`config.mk`:
```
export PLATFORM = sky130hd
export DESIGN_NAME = mem_wb_elastic
export DESIGN_NICKNAME = d
export VERILOG_FILES = /design/src/rtl/mem_wb_elastic_pkg.sv /design/src/rtl/mem_wb_elastic_skid_reg2.sv /design/src/rtl/mem_wb_elastic.sv
export SDC_FILE = /design/constraint.sdc
export NUM_CORES = 1
export LEC_CHECK = 0
export ABC_AREA = 0
export CAP_MARGIN = 20
export CORE_ASPECT_RATIO = 1.1
export CORE_MARGIN = 5
export CORE_UTILIZATION = 48
export CTS_BUF_LIST = sky130_fd_sc_hd__clkbuf_8
export DETAILED_ROUTE_END_ITERATION = 8
export GPL_TIMING_DRIVEN = 1
export PLACE_DENSITY_LB_ADDON = 0.12
export SLEW_MARGIN = 20
export SYNTH_ARGS = -nofsm -noshare
export SYNTH_HDL_FRONTEND = slang
export SYNTH_SLANG_ARGS = --single-unit
```
`constraint.sdc`:
```
create_clock -name clk -period 2.2 [get_ports clk]
set_input_delay 0.22 -clock clk [delete_from_list [all_inputs] [get_ports clk]]
set_output_delay 0.22 -clock clk [all_outputs]
set_load 0.05 [all_outputs]
```
`src/rtl/mem_wb_elastic_pkg.sv`:
```
// Shared definitions for elastic pipeline stages: default datapath widths
// and the occupancy encoding used by two-entry skid registers.
package mem_wb_elastic_pkg;

    localparam int DEF_DSIZE = 32;
    localparam int DEF_ASIZE = 5;
    localparam int DEF_CNT_W = 32;

    typedef enum logic [1:0] {
        OCC_EMPTY = 2'd0,
        OCC_ONE   = 2'd1,
        OCC_TWO   = 2'd2
    } occ_e;

endpackage

```
`src/rtl/mem_wb_elastic_skid_reg2.sv`:
```
// Generic two-entry skid buffer: a main register that drives the output
// plus one skid slot, so in_ready is a pure decode of registered state.
module skid_reg2
    import mem_wb_elastic_pkg::*;
#(
    parameter int W = 8
) (
    input  logic         clk,
    input  logic         rst,
    input  logic         flush,
    input  logic         in_valid,
    output logic         in_ready,
    input  logic [W-1:0] in_data,
    output logic         out_valid,
    input  logic         out_ready,
    output logic [W-1:0] out_data
);

    occ_e         state_q, state_d;
    logic [W-1:0] main_q, main_d;
    logic [W-1:0] skid_q, skid_d;
    logic         accept, drain;

    assign in_ready  = (state_q != OCC_TWO);
    assign out_valid = (state_q != OCC_EMPTY);
    assign out_data  = main_q;

    always_comb begin
        state_d = state_q;
        main_d  = main_q;
        skid_d  = skid_q;
        accept  = in_valid & (state_q != OCC_TWO);
        drain   = (state_q != OCC_EMPTY) & out_ready;

        case (state_q)
            OCC_EMPTY: begin
                if (accept) begin
                    state_d = OCC_ONE;
                    main_d  = in_data;
                end
            end
            OCC_ONE: begin
                if (accept && !drain) begin
                    state_d = OCC_TWO;
                    skid_d  = in_data;
                end else if (accept && drain) begin
                    main_d = in_data;
                end else if (drain) begin
                    state_d = OCC_EMPTY;
                end
            end
            OCC_TWO: begin
                if (drain) begin
                    state_d = OCC_ONE;
                    main_d  = skid_q;
                end
            end
            default: state_d = OCC_EMPTY;
        endcase

        // A flush wins over any same-cycle accept; data left behind is dead.
        if (flush) begin
            state_d = OCC_EMPTY;
        end
    end

    always_ff @(posedge clk) begin
        if (rst) begin
            state_q <= OCC_EMPTY;
            main_q  <= '0;
            skid_q  <= '0;
        end else begin
            state_q <= state_d;
            main_q  <= main_d;
            skid_q  <= skid_d;
        end
    end

endmodule

```
`src/rtl/mem_wb_elastic.sv`:
```
// Elastic MEM/WB register: selects writeback data at capture, suppresses r0
// writes, exposes a forwarding tap and counts retired register writes.
module mem_wb_elastic
    import mem_wb_elastic_pkg::*;
#(
    parameter int DSIZE = DEF_DSIZE,
    parameter int ASIZE = DEF_ASIZE,
    parameter int CNT_W = DEF_CNT_W
) (
    input  logic             clk,
    input  logic             rst,
    input  logic             in_valid,
    output logic             in_ready,
    input  logic [DSIZE-1:0] alu_in,
    input  logic [DSIZE-1:0] mem_in,
    input  logic [ASIZE-1:0] waddr_in,
    input  logic             memtoReg_in,
    input  logic             wen_in,
    input  logic             flush,
    output logic             out_valid,
    input  logic             out_ready,
    output logic [DSIZE-1:0] wb_data,
    output logic [ASIZE-1:0] wb_addr,
    output logic             wb_wen,
    output logic             fwd_valid,
    output logic [ASIZE-1:0] fwd_addr,
    output logic [DSIZE-1:0] fwd_data,
    output logic [CNT_W-1:0] retire_cnt
);

    localparam int PW = DSIZE + ASIZE + 1;

    logic [DSIZE-1:0] sel_data;
    logic             sel_wen;
    logic [PW-1:0]    in_pld, out_pld;
    logic             buf_valid;
    logic [CNT_W-1:0] cnt_q, cnt_d;

    assign sel_data = memtoReg_in ? mem_in : alu_in;
    assign sel_wen  = wen_in & (waddr_in != '0);
    assign in_pld   = {sel_data, waddr_in, sel_wen};

    skid_reg2 #(.W(PW)) u_skid (
        .clk       (clk),
        .rst       (rst),
        .flush     (flush),
        .in_valid  (in_valid),
        .in_ready  (in_ready),
        .in_data   (in_pld),
        .out_valid (buf_valid),
        .out_ready (out_ready),
        .out_data  (out_pld)
    );

    // The stored wen of a drained entry lingers in main, so gate it with occupancy.
    assign out_valid  = buf_valid;
    assign wb_data    = out_pld[PW-1 -: DSIZE];
    assign wb_addr    = out_pld[ASIZE:1];
    assign wb_wen     = buf_valid & out_pld[0];
    assign fwd_valid  = wb_wen;
    assign fwd_addr   = wb_addr;
    assign fwd_data   = wb_data;
    assign retire_cnt = cnt_q;

    always_comb begin
        cnt_d = cnt_q;
        if (buf_valid && out_ready && wb_wen) begin
            cnt_d = cnt_q + CNT_W'(1);
        end
    end

    always_ff @(posedge clk) begin
        if (rst) begin
            cnt_q <= '0;
        end else begin
            cnt_q <= cnt_d;
        end
    end

endmodule

```
=== After elaboration in Yosys (flattened, before gate mapping) ===
Index checks and enable logic that the tools add are counted.

* Register bits: 110
* Bits of input ports: 76

* $add $sub $neg: 1
* Eq/ne operators: 9
* Muxes and demuxes: 12
* Bitwise gates (word level): 4
* Reductions and logical operators: 13

{| class="wikitable"
|+ Operators by type and width
! operator !! count
|-
| two-way mux 38 bit || 4
|-
| one-hot mux 38 bit (3 select lines) || 1
|-
| adder 32 x 1 -> 32 bit, second input constant || 1
|-
| two-way mux 32 bit || 1
|-
| two-way mux 2 bit || 5
|-
| != test 2 x 1 -> 1 bit, second input constant || 3
|-
| one-hot mux 2 bit (3 select lines) || 1
|-
| AND reduction 5 bit || 1
|-
| nonzero test 5 bit || 1
|-
| AND 1 bit || 4
|-
| logical AND 1 bit || 4
|-
| != test 2 bit, second input constant || 2
|-
| AND reduction 4 bit || 1
|-
| != test 3 x 1 -> 1 bit, second input constant || 1
|-
| != test 3 x 2 -> 1 bit, second input constant || 1
|-
| nonzero test 3 bit || 1
|-
| == test 2 x 1 -> 1 bit, second input constant || 1
|-
| == test 2 bit, second input constant || 1
|-
| zero test 2 bit || 1
|-
| AND reduction 2 bit || 1
|-
| nonzero test 2 bit || 1
|-
| OR reduction 2 bit || 1
|-
| zero test 1 bit || 1
|}

=== Longest topological paths before layout ===
Gate-level depths: netlist (run 1).

* Word-level depth: 6
* Mapped depth: 7
* Gate-level depth less buffers: 5

=== By module ===
Synthesis (run 1) repeated with hierarchy kept, for this count alone.

* Cells, all modules: 623
* Area total of the unflattened synthesis: 5,741.8 µm²

{| class="wikitable"
|+ By module, submodules not included
! module !! instances !! cells an instance !! area an instance (µm²) !! sequential area each (µm²)
|-
| skid_reg2 || 1 || 361 || 3,422.0 || 1,561.5
|-
| mem_wb_elastic || 1 || 262 || 2,319.7 || 640.6
|}

=== Worst setup path before layout (run 1) ===
Ideal clock, no wire load.

* Kind: register to register
* From: register cnt_q[7], in the netlist retire_cnt[7]
* To: register cnt_q[29], in the netlist retire_cnt[29]
* Arrival: 1.959 ns
* Data required time: 2.130 ns
* Slack: 0.171 ns
* Stages on the path, launching flop included: 7
* Buffers on the path: 2
* Cells stage by stage: dfxtp_1 and4_1 buf_6 nand3_4 buf_6 or4_1 a21oi_1

* Longest elaborated chain between the ends: 1

{| class="wikitable"
|+ Ends and longest elaborated chain
! what !! line !! RTL
|-
| from (decl) || mem_wb_elastic.sv:37 || <nowiki>logic [CNT_W-1:0] cnt_q, cnt_d;</nowiki>
|-
| from (signal assigned) || mem_wb_elastic.sv:76 || <nowiki>cnt_q <= cnt_d;</nowiki>
|-
| adder 32 x 1 -> 32 bit || mem_wb_elastic.sv:68 || <nowiki>cnt_d = cnt_q + CNT_W'(1);</nowiki>
|}

No other way between the ends.
A chain may end at the register's enable or synchronous reset.

=== Final worst setup path (run 1) ===
* From: register u_skid.state_q[1]
* To: output out_valid

* Longest elaborated chain between the ends: 1

{| class="wikitable"
|+ Ends and longest elaborated chain
! what !! line !! RTL
|-
| from (decl) || mem_wb_elastic_skid_reg2.sv:19 || <nowiki>occ_e state_q, state_d;</nowiki>
|-
| from (signal assigned) || mem_wb_elastic_skid_reg2.sv:73 || <nowiki>state_q <= state_d;</nowiki>
|-
| nonzero test 2 bit || mem_wb_elastic_skid_reg2.sv:25 || <nowiki>assign out_valid = (state_q != OCC_EMPTY);</nowiki>
|-
| to (decl) || mem_wb_elastic.sv:20 || <nowiki>output logic out_valid,</nowiki>
|}

No other way between the ends.

==> impl_metrics.toml, run 1 <==
[synth]
syn_nets = 740
ys.warnings.count = 0
ys_ff_latch = 110
synth_cells = 663
ys_seq_area_share_pct = 39.29
mappedNetlistArea_sq_um = 5605
syn-mean-instance-area_sq_um = 8.455
ys.flop_type = "dfxtp_1"
synth.distinct_cells = 45
synthArstFlopShare_pct = 0
synth_edf_count = 0

[detailed_routing]
antenna_left = 0
drtPass1Iterations = 5
vias = 4867
wire_per_inst_um = 15.53
drc = 0
wirelength_um = 14000
routed_via_density = 5.402
drt_iter0_markers = 226

[critical_path]
crit_path_max_incr_delay_ns = 0.80
crit_fanout = 10
worstSetupEndpointType = "output port"
required_ns = 1.98
critPathKind = "reg2out"
critPathLaunchType = "flop"
cp_data_arrival_time_ns = 1.88
crit_chain = "or2_2, clkdlybuf4s50_1"
critPathSlowestCell = "clkdlybuf4s50_1"

[clocking]
cts-buffers-inserted = 9
cts_resized = 0
clock_path_buffers = 2
clkSinkCount = 110
clock-root-buffer = "clkbuf_8"
clk_latency_ns = 0.36
clk_pin_slew_ns = 0.10
ctsHoldBuffers = 0
cts_max_level = 3
cts_setup_buffers = 0
cts_tree = "built"

[place]
portBuffers = 185
gp_congestion = 0.8213
placed_cells = 886
place_hpwl_um = 10110

[power]
leakagePower_nw = 2.601
cellPowerDensity_nw_per_um2 = 606.1
p_total_mw = 4.374
vdd_drop_max_uv = 306.4

[die]
die_area_sq_um = 13940
core_area_sq_um = 11440
die_h_um = 123.3
start_util_pct = 49.00
die_width_um = 113.0
io_pins = 186
rows = 41

[timing]
finalSetupTns_ns = 0
finalCritPeriodShare_pct = 95.48
skew_ns = 0.005358
hold_violations = 0
timing.final.max_slew_violations = 0
worstMarginPinSlew_ns = 0.5450
min_period_ns = 2.101
grt_setup_unrepaired = "no"
relSlewSlack_pct = 63.67
max_freq_ghz = 0.4761
setup_viol = 0

[outcome]
status = "completed"

[final_layout]
drive_above_1_share_pct = 6.125
diodes = 0
multi_input_area_sq_um = 2615
num-fill-cells = 993
finalNetCount = 824
finalNonFillerCells = 901
seq_area_sq_um = 2202
syn2layout_area_growth_pct = 28.75

[grt]
antenna_found_initial = 0
grt_usage_pct = 19.38
grt_max_degree = 71
grt_pass1_wl_um = 22130
gr-total-overflow = 0
grt_pass1_vias = 4595

[min_path]
hold_path_class = "in2reg"

[flow_run]
maxCapViolCount = 0
## cell usage after synthesis (2+ instances only)
| master | n | area, sq um |
|---|---|---|
| and4_1 | 6 | 52.55 |
| buf_4 | 77 | 578.1 |
| and3_1 | 3 | 18.77 |
| o211ai_1 | 34 | 255.2 |
| nand3b_1 | 2 | 15.01 |
| clkbuf_1 | 23 | 86.33 |
| nand4_1 | 8 | 50.05 |
| o31ai_1 | 11 | 82.58 |
| buf_1 | 6 | 22.52 |
| nor3_1 | 10 | 50.05 |
| xnor2_1 | 6 | 52.55 |
| or3_1 | 2 | 12.51 |
| a21oi_1 | 53 | 265.3 |
| or4_1 | 12 | 90.09 |
| buf_6 | 2 | 22.52 |
| nor2_1 | 57 | 214.0 |
| nand3_1 | 10 | 50.05 |
| buf_2 | 15 | 75.07 |
| nand2_1 | 89 | 334.1 |
| dfxtp_1 | 110 | 2202 |
| nor2b_1 | 8 | 50.05 |
| o21ai_0 | 2 | 10.01 |
| nand2b_1 | 3 | 18.77 |
| mux2i_1 | 39 | 390.4 |
| xor2_1 | 4 | 35.03 |
| mux2_2 | 7 | 78.83 |
| and2_1 | 5 | 31.28 |
| a211oi_1 | 37 | 277.8 |
| nor4_1 | 3 | 18.77 |
| inv_1 | 4 | 15.01 |
## cells by family (layout without fill, tap and decap cells)
| family | count (synthesis) | in the layout | share of synthesized area [%] |
|---|---|---|---|
| flip-flops | 110 | 110 | 39.29 |
| adder cells (fa/ha/maj) | 1 | 1 | 0.2232 |
| AND/OR/NAND/NOR | 224 | 224 | 19.04 |
| multiplexers | 46 | 46 | 8.371 |
| buffers and inverters | 127 | 215 | 14.26 |
| AO/OA/AOI/OAI | 145 | 145 | 17.25 |
| XOR/XNOR | 10 | 10 | 1.562 |
## sequential cells by signal, summed over array words and instances, names as in the netlist
signal,cells
u_skid.out_data,38
retire_cnt,32
u_skid.skid_q,38
u_skid.state_q,2
## cell type report
class	count	area share, %
flip-flops and latches	110	30.51
inverters	4	0.2080
well taps	150	2.601
repair buffers	196	27.64
clock buffers	9	1.716
multi-input cells	426	36.23
clock inverters	6	1.092
## where the power goes
group	switching (mW)	leakage (nW)	internal, mW
clock network	0.650	0.110	0.626
logic	0.591	1.60	0.394
registers	0.0541	0.895	2.06
## per-stage QoR
stage	hold WS [ns]	area, sq um	utilization, %	setup WS [ns]
global placement	0.4437	7014	61.31	0.1609
finish	0.2828	7217	63.09	0.09946
CTS	0.2691	7217	63.09	0.07579
floorplan	0.2969	5605	-	0.1708
global route	0.2901	7217	63.09	0.01274
detailed placement	0.4471	7014	61.31	0.06364
## critical path: cells and delay by family (launching register included)
family        cells  cell delay [ns]
simple gates      1             0.19
buf+inv           1             0.80
flops             1             0.53
## layout by cell type, fill, tap and decap left out, types with 4 or more instances in the layout
cell             instances
mux2i_1                 39
clkbuf_8                 9
or4_1                   12
xnor2_1                  6
dfxtp_1                110
nor2b_1                  8
o31ai_1                 11
a21oi_1                 53
inv_1                    5
xor2_1                   4
and2_1                   4
nand4_1                  8
and4_1                   6
nand2_1                 89
a211oi_1                37
buf_4                    9
nor2_1                  57
nor3_1                  10
clkdlybuf4s50_1        180
buf_12                   6
mux2_2                   7
nand3_1                 10
o211ai_1                34
## path summary, 6_finish.rpt
| check | slack (ns) | to | cells past startpoint | from |
|---|---|---|---|---|
| worst max-delay path | 0.1 | out_valid | 2 | u_skid.state_q[1]$_SDFFE_PP0P_ |
| worst min-delay path | 0.28 | retire_cnt[10]$_SDFFE_PP0P_ | 2 | rst |
| worst max register to register | 0.29 | retire_cnt[22]$_SDFFE_PP0P_ | 5 | retire_cnt[0]$_SDFFE_PP0P_ |
| worst min register to register | 0.46 | u_skid.skid_q[1]$_SDFFE_PP0P_ | 2 | u_skid.skid_q[1]$_SDFFE_PP0P_ |
## metal layers
metal	GRT usage, %	wire (um)
met4	6.687	218
met2	34.56	7081
met5	0	0
met3	3.133	819
met1	23.74	5875
(Power assumes the default switching activity.)
==> run 2, diff against run 1 <==
--- a/config.mk
+++ b/config.mk
@@ -6,8 +6,8 @@
 export NUM_CORES = 1
 export LEC_CHECK = 0
 export ABC_AREA = 0
-export CAP_MARGIN = 20
-export CORE_ASPECT_RATIO = 1.1
+export CAP_MARGIN = 40
+export CORE_ASPECT_RATIO = 0.6
 export CORE_MARGIN = 5
 export CORE_UTILIZATION = 48
 export CTS_BUF_LIST = sky130_fd_sc_hd__clkbuf_8
==> run 2 against run 1 <==
Compared with the run above:
- clock power barely moved
- register-to-register slack got worse by 0.04 ns
- global-route usage increased by 0.59 points
- first-iteration DRC count increased by 13%
- critical path type unchanged
- highest routed layer unchanged
==> impl_metrics.toml, run 2 (synthesis results as in run 1) <==
[critical_path]
critPathKind = "reg2out"
r2r_start = "retire_cnt[7]$_SDFFE_PP0P_"
required_ns = 1.98
rrSetupSlack_ns = 0.25
r2r-end = "retire_cnt[13]$_SDFFE_PP0P_"
worstSetupEndpointType = "output port"
critPathLaunchType = "flop"
crit_fanout = 10
reg2reg_depth = 4
cp_data_arrival_time_ns = 1.89

[detailed_routing]
antenna_left = 0
drt_iter0_markers = 255
drtPass1Iterations = 4
vias = 4928
drc = 0
wire_per_inst_um = 15.88
routed_via_density = 5.409
wirelength_um = 14470

[die]
io_pins = 186
start_util_pct = 49.28
die_area_sq_um = 14010
rows = 30
die_width_um = 149.5
die_h_um = 93.71
core_area_sq_um = 11370

[final_layout]
syn2layout_area_growth_pct = 28.73
final_cell_mix = "180 x clkdlybuf4s50_1, 110 x dfxtp_1, 89 x nand2_1, 57 x nor2_1, 53 x a21oi_1"
final_common_cell = "clkdlybuf4s50_1"
finalNetCount = 824
drive_above_1_share_pct = 5.992
diodes = 0
multi_input_area_sq_um = 2615
final_core_util_pct = 63.44
num-fill-cells = 967
seq_area_sq_um = 2202

[grt]
grt_usage_pct = 19.97
met2_usage_pct = 32.33
grt_pass1_vias = 4622
gr-total-overflow = 0
grt_pass1_wl_um = 22810
grtUsageMet3_pct = 5.014
grt_max_degree = 71
antenna_found_initial = 0
top_usage_layer = "met2"
grt.met1_usage_pct = 27.16

[timing]
max_freq_ghz = 0.4744
skew_ns = 0.009725
finalSetupTns_ns = 0
relSlewSlack_pct = 47.28
min_period_ns = 2.108
worstMarginPinSlew_ns = 0.7909
finalCritPeriodShare_pct = 95.82
hold_violations = 0
grt_setup_unrepaired = "yes"
setup_viol = 0
timing.final.max_slew_violations = 0

[clocking]
cts_resized = 0
clock_path_buffers = 2
cts-buffers-inserted = 9
clock-root-buffer = "clkbuf_8"
clkSinkCount = 110
clk_pin_slew_ns = 0.10
cts_tree = "built"
cts_max_level = 3
clk_latency_ns = 0.36

[min_path]
hold_depth = 2
holdPathEnd = "retire_cnt[4]$_SDFFE_PP0P_"
hp-start = "rst"
hold_path_class = "in2reg"

[place]
portBuffers = 185
gp_congestion = 0.8828
place_hpwl_um = 10560

[power]
vdd_drop_max_uv = 445.8
leakagePower_nw = 2.596
cellPowerDensity_nw_per_um2 = 611.2

[outcome]
status = "completed"

[flow_run]
maxCapViolCount = 0
run 2: cell types whose count changed in the layout (fill, tap and decap cells not counted):
cell / previous run / this run
clkinv_2: 3 / 0
buf_12: 6 / 4
buf_4: 9 / 11
clkbuf_8: 9 / 10
clkinv_4: 0 / 1
inv_1: 5 / 6
run 2: metrics by stage:
step,hold WS (ns),cell area [sq um],setup WS [ns],std cells,power (mW)
floorplan,0.2969,5605,0.1708,663,2.875
global placement,0.4423,7002,0.1897,896,3.131
detailed placement,0.4516,7002,0.08304,896,3.148
CTS,0.3155,7216,0.07202,911,4.450
global route,0.3622,7216,-0.006110,911,4.586
finish,0.3466,7216,0.09185,911,4.410
run 2: power by group:
part | switching (mW) | leakage (nW) | internal [mW]
sequential | 0.0572 | 0.895 | 2.06
clock | 0.651 | 0.115 | 0.662
combinational | 0.594 | 1.59 | 0.387
total | 1.30 | 2.60 | 3.11
run 2: layout make-up:
type                            instances  share of cell area [%]
Tap cell                              160                   2.774
Multi-Input combinational cell        426                   36.24
Inverter                                4                  0.2081
Clock inverter                          5                   1.058
Sequential cell                       110                   30.52
Clock buffer                           10                   1.907
Timing Repair Buffer                  196                   27.29
run 2: timing repair:
| action | CTS | global route |
|---|---|---|
| endpoints found under the hold margin | 0 | 0 |
| hold buffers | 0 | 0 |
| endpoints found under the setup margin | 0 | 1 |
| buffers inserted | 0 | 0 |
run 2: worst max-delay path by stage:
stage                                              start                     endpoint  slack (ns)  cells after the start
final                     u_skid.state_q[1]$_SDFFE_PP0P_                    out_valid        0.09                      2
after global routing      u_skid.state_q[0]$_SDFFE_PP0P_                     in_ready      -0.006                      2
after CTS                 u_skid.state_q[1]$_SDFFE_PP0P_                    out_valid        0.07                      2
after detailed placement                       out_ready  retire_cnt[24]$_SDFFE_PP0P_        0.08                      5
after global placement                         out_ready  retire_cnt[20]$_SDFFE_PP0P_        0.19                      5
after floorplan               retire_cnt[7]$_SDFFE_PP0P_  retire_cnt[29]$_SDFFE_PP0P_        0.17                      6
run 2: routing by layer:
metal	vias to the layer above	share of wire (%)
met1	2316	46
met4	0	0.89
met2	162	46
li1	2436	-
met5	-	0
met3	14	6.6
run 2: critical path, stage by stage, from the launching register on:
cell and delay (ns):
dfxtp_1 0.53, or2_2 0.20, clkdlybuf4s50_1 0.80
==> run 3, diff against run 2 <==
--- a/config.mk
+++ b/config.mk
@@ -9,11 +9,12 @@
 export CAP_MARGIN = 40
 export CORE_ASPECT_RATIO = 0.6
 export CORE_MARGIN = 5
-export CORE_UTILIZATION = 48
+export CORE_UTILIZATION = 43
 export CTS_BUF_LIST = sky130_fd_sc_hd__clkbuf_8
 export DETAILED_ROUTE_END_ITERATION = 8
 export GPL_TIMING_DRIVEN = 1
 export PLACE_DENSITY_LB_ADDON = 0.12
+export RECOVER_POWER = 25
 export SLEW_MARGIN = 20
 export SYNTH_ARGS = -nofsm -noshare
 export SYNTH_HDL_FRONTEND = slang
==> constraint.sdc (replaced) <==
create_clock -name clk -period 1.7 [get_ports clk]
set_input_delay 0.17 -clock clk [delete_from_list [all_inputs] [get_ports clk]]
set_output_delay 0.17 -clock clk [all_outputs]
set_load 0.05 [all_outputs]
==> run 3 against run 2 <==
Compared with the run above:
- the flow now finishes with violations (setup timing)
- sequential power rose by 28%
- count of clock-buffer cells in the layout rose by 1
- worst setup slack got worse by 0.11 ns
- global-route usage fell by 0.85 points
- via count rose by 4.0%
- first-iteration DRC count fell by 14%
- cell area rose by 1.9%
- routed wire length rose by 7.2%
- final cell count rose by 4.9%
- largest cell class unchanged
- register-to-register slack got worse by 0.26 ns
==> impl_metrics.toml, run 3 (synthesis results as in run 1) <==
[place]
place_hpwl_um = 11360
pre_cts_slack_ns = -0.2427
gp_congestion = 0.8673
portBuffers = 185

[power]
leakagePower_nw = 2.921
power.share.switching_pct = 31.12
power.internal_mw = 3.836
vdd_drop_max_uv = 480.9
pwr-share-seq_pct = 48.7
power_frac_comb_pct = 21.5
cellPowerDensity_nw_per_um2 = 757.7
clockPowerShare_pct = 29.9
switching_power_mw = 1.733

[grt]
grt_max_degree = 53
grt.met1_usage_pct = 26.64
grt_usage_pct = 19.12
grt_pass1_vias = 4872
top_usage_layer = "met2"
grt_pass1_wl_um = 24290
antenna_found_initial = 0
met2_usage_pct = 29.91
gr-total-overflow = 0
grtUsageMet3_pct = 5.265

[die]
core_area_sq_um = 12810
io_pins = 186
rows = 32
die_h_um = 98.44
die_area_sq_um = 15490
start_util_pct = 43.75
die_width_um = 157.4

[timing]
min_period_ns = 1.714
hold-worst-slack_ns = 0.1765
timing.final.max_slew_violations = 0
setup_viol = 2
max_freq_ghz = 0.5834
worstMarginPinSlew_ns = 0.6202
worst_slack_ns = -0.01413
skew_ns = 0.008298
grt_setup_unrepaired = "yes"
finalCritPeriodShare_pct = 100.8
relSlewSlack_pct = 58.83
hold_violations = 0

[critical_path]
worstSetupEndpointType = "flop"
critPathKind = "reg2reg"
crit_fanout = 4
required_ns = 2.01
critPathLaunchType = "flop"
cp_data_arrival_time_ns = 2.02

[clocking]
clock-root-buffer = "clkbuf_8"
clk_latency_ns = 0.37
cts-buffers-inserted = 9
cts_max_level = 3
cts_tree = "built"
clock_path_buffers = 2
clk_pin_slew_ns = 0.10
ctsHoldBuffers = 0
clkSinkCount = 110

[detailed_routing]
wire_per_inst_um = 16.22
routed_via_density = 5.363
wirelength_um = 15510
drt_iter0_markers = 220
antenna_left = 0
vias = 5127
drtPass1Iterations = 5
drc = 0

[final_layout]
syn2layout_area_growth_pct = 31.12
final_cell_mix = "89 x nand2_1, 82 x dfxtp_1, 73 x clkdlybuf4s50_1, 57 x nor2_1, 57 x dlygate4sd2_1"
finalNetCount = 858
seq_area_sq_um = 2275
num-fill-cells = 1218
diodes = 0
final_common_cell = "nand2_1"
drive_above_1_share_pct = 16.41
multi_input_area_sq_um = 2719

[outcome]
violations = "setup timing"
status = "finished, violations left"

[min_path]
hold_path_class = "in2reg"

[flow_run]
maxCapViolCount = 0
-- run 3: changes by cell type in the layout (fill, tap and decap cells not counted), moves of 13 or more --
cell / delta
clkdlybuf4s50_1: -107
dlygate4sd2_1: +57
clkbuf_1: +46
dfxtp_1: -28
buf_4: +26
dfxtp_4: +15
dfxtp_2: +13
-- run 3: worst paths after layout --
kind                                                     from                             to  slack, ns  cells past startpoint
worst max-delay path               retire_cnt[1]$_SDFFE_PP0P_    retire_cnt[24]$_SDFFE_PP0P_      -0.01                      6
worst min-delay path                                      rst     retire_cnt[8]$_SDFFE_PP0P_       0.18                      2
worst min register to register  u_skid.skid_q[5]$_SDFFE_PP0P_  u_skid.skid_q[5]$_SDFFE_PP0P_       0.47                      2
worst max register to register     retire_cnt[1]$_SDFFE_PP0P_    retire_cnt[24]$_SDFFE_PP0P_      -0.01                      6
-- run 3: power by group through the flow --
stage,Clock (mW),Sequential (mW),Combinational (mW)
after floorplan,0,2.75,0.947
after global placement,0,2.77,1.27
after detailed placement,0,2.77,1.29
after CTS,1.73,2.71,1.24
after global routing,1.83,2.72,1.27
final,1.67,2.71,1.19
-- run 3: metrics by stage --
step	std cells	instance area (sq um)	utilization, %	TNS (ns)	total power [mW]
floorplan	663	5674	-	0	3.699
global placement	933	7236	56.47	-5.680	4.044
detailed placement	933	7236	56.47	-10.26	4.062
CTS	951	7421	57.92	-0.02200	5.675
global route	956	7350	57.36	-0.2163	5.828
finish	956	7350	57.36	-0.01919	5.569
-- run 3: what timing repair did --
action / CTS / global route
pin swaps: 1 / 7
setup endpoints to repair: 71 / 21
setup buffers: 1 / 4
gates cloned: 1 / 1
resized for setup: 65 / 19
-- run 3: final cells by class --
type / count / area share, %
multi-input combinational: 428 / 36.99
inverter: 4 / 0.2043
tap: 170 / 2.894
clock inverter: 5 / 0.8853
clock buffer: 11 / 2.060
timing repair buffer: 228 / 26.01
sequential: 110 / 30.95
-- run 3: per-layer routing --
metal / up-vias / share of wire (%)
li1: 2512 / -
met1: 2410 / 46
met2: 192 / 45
met3: 13 / 8.1
met4: 0 / 0.85
met5: - / 0
-- run 3: critical path, cell delays in order (launching register included) --
cell and delay, ns:
dfxtp_4 0.39, ha_4 0.16, and3_4 0.19, nand4_1 0.18
buf_4 0.20, or4_4 0.42, a21oi_2 0.12
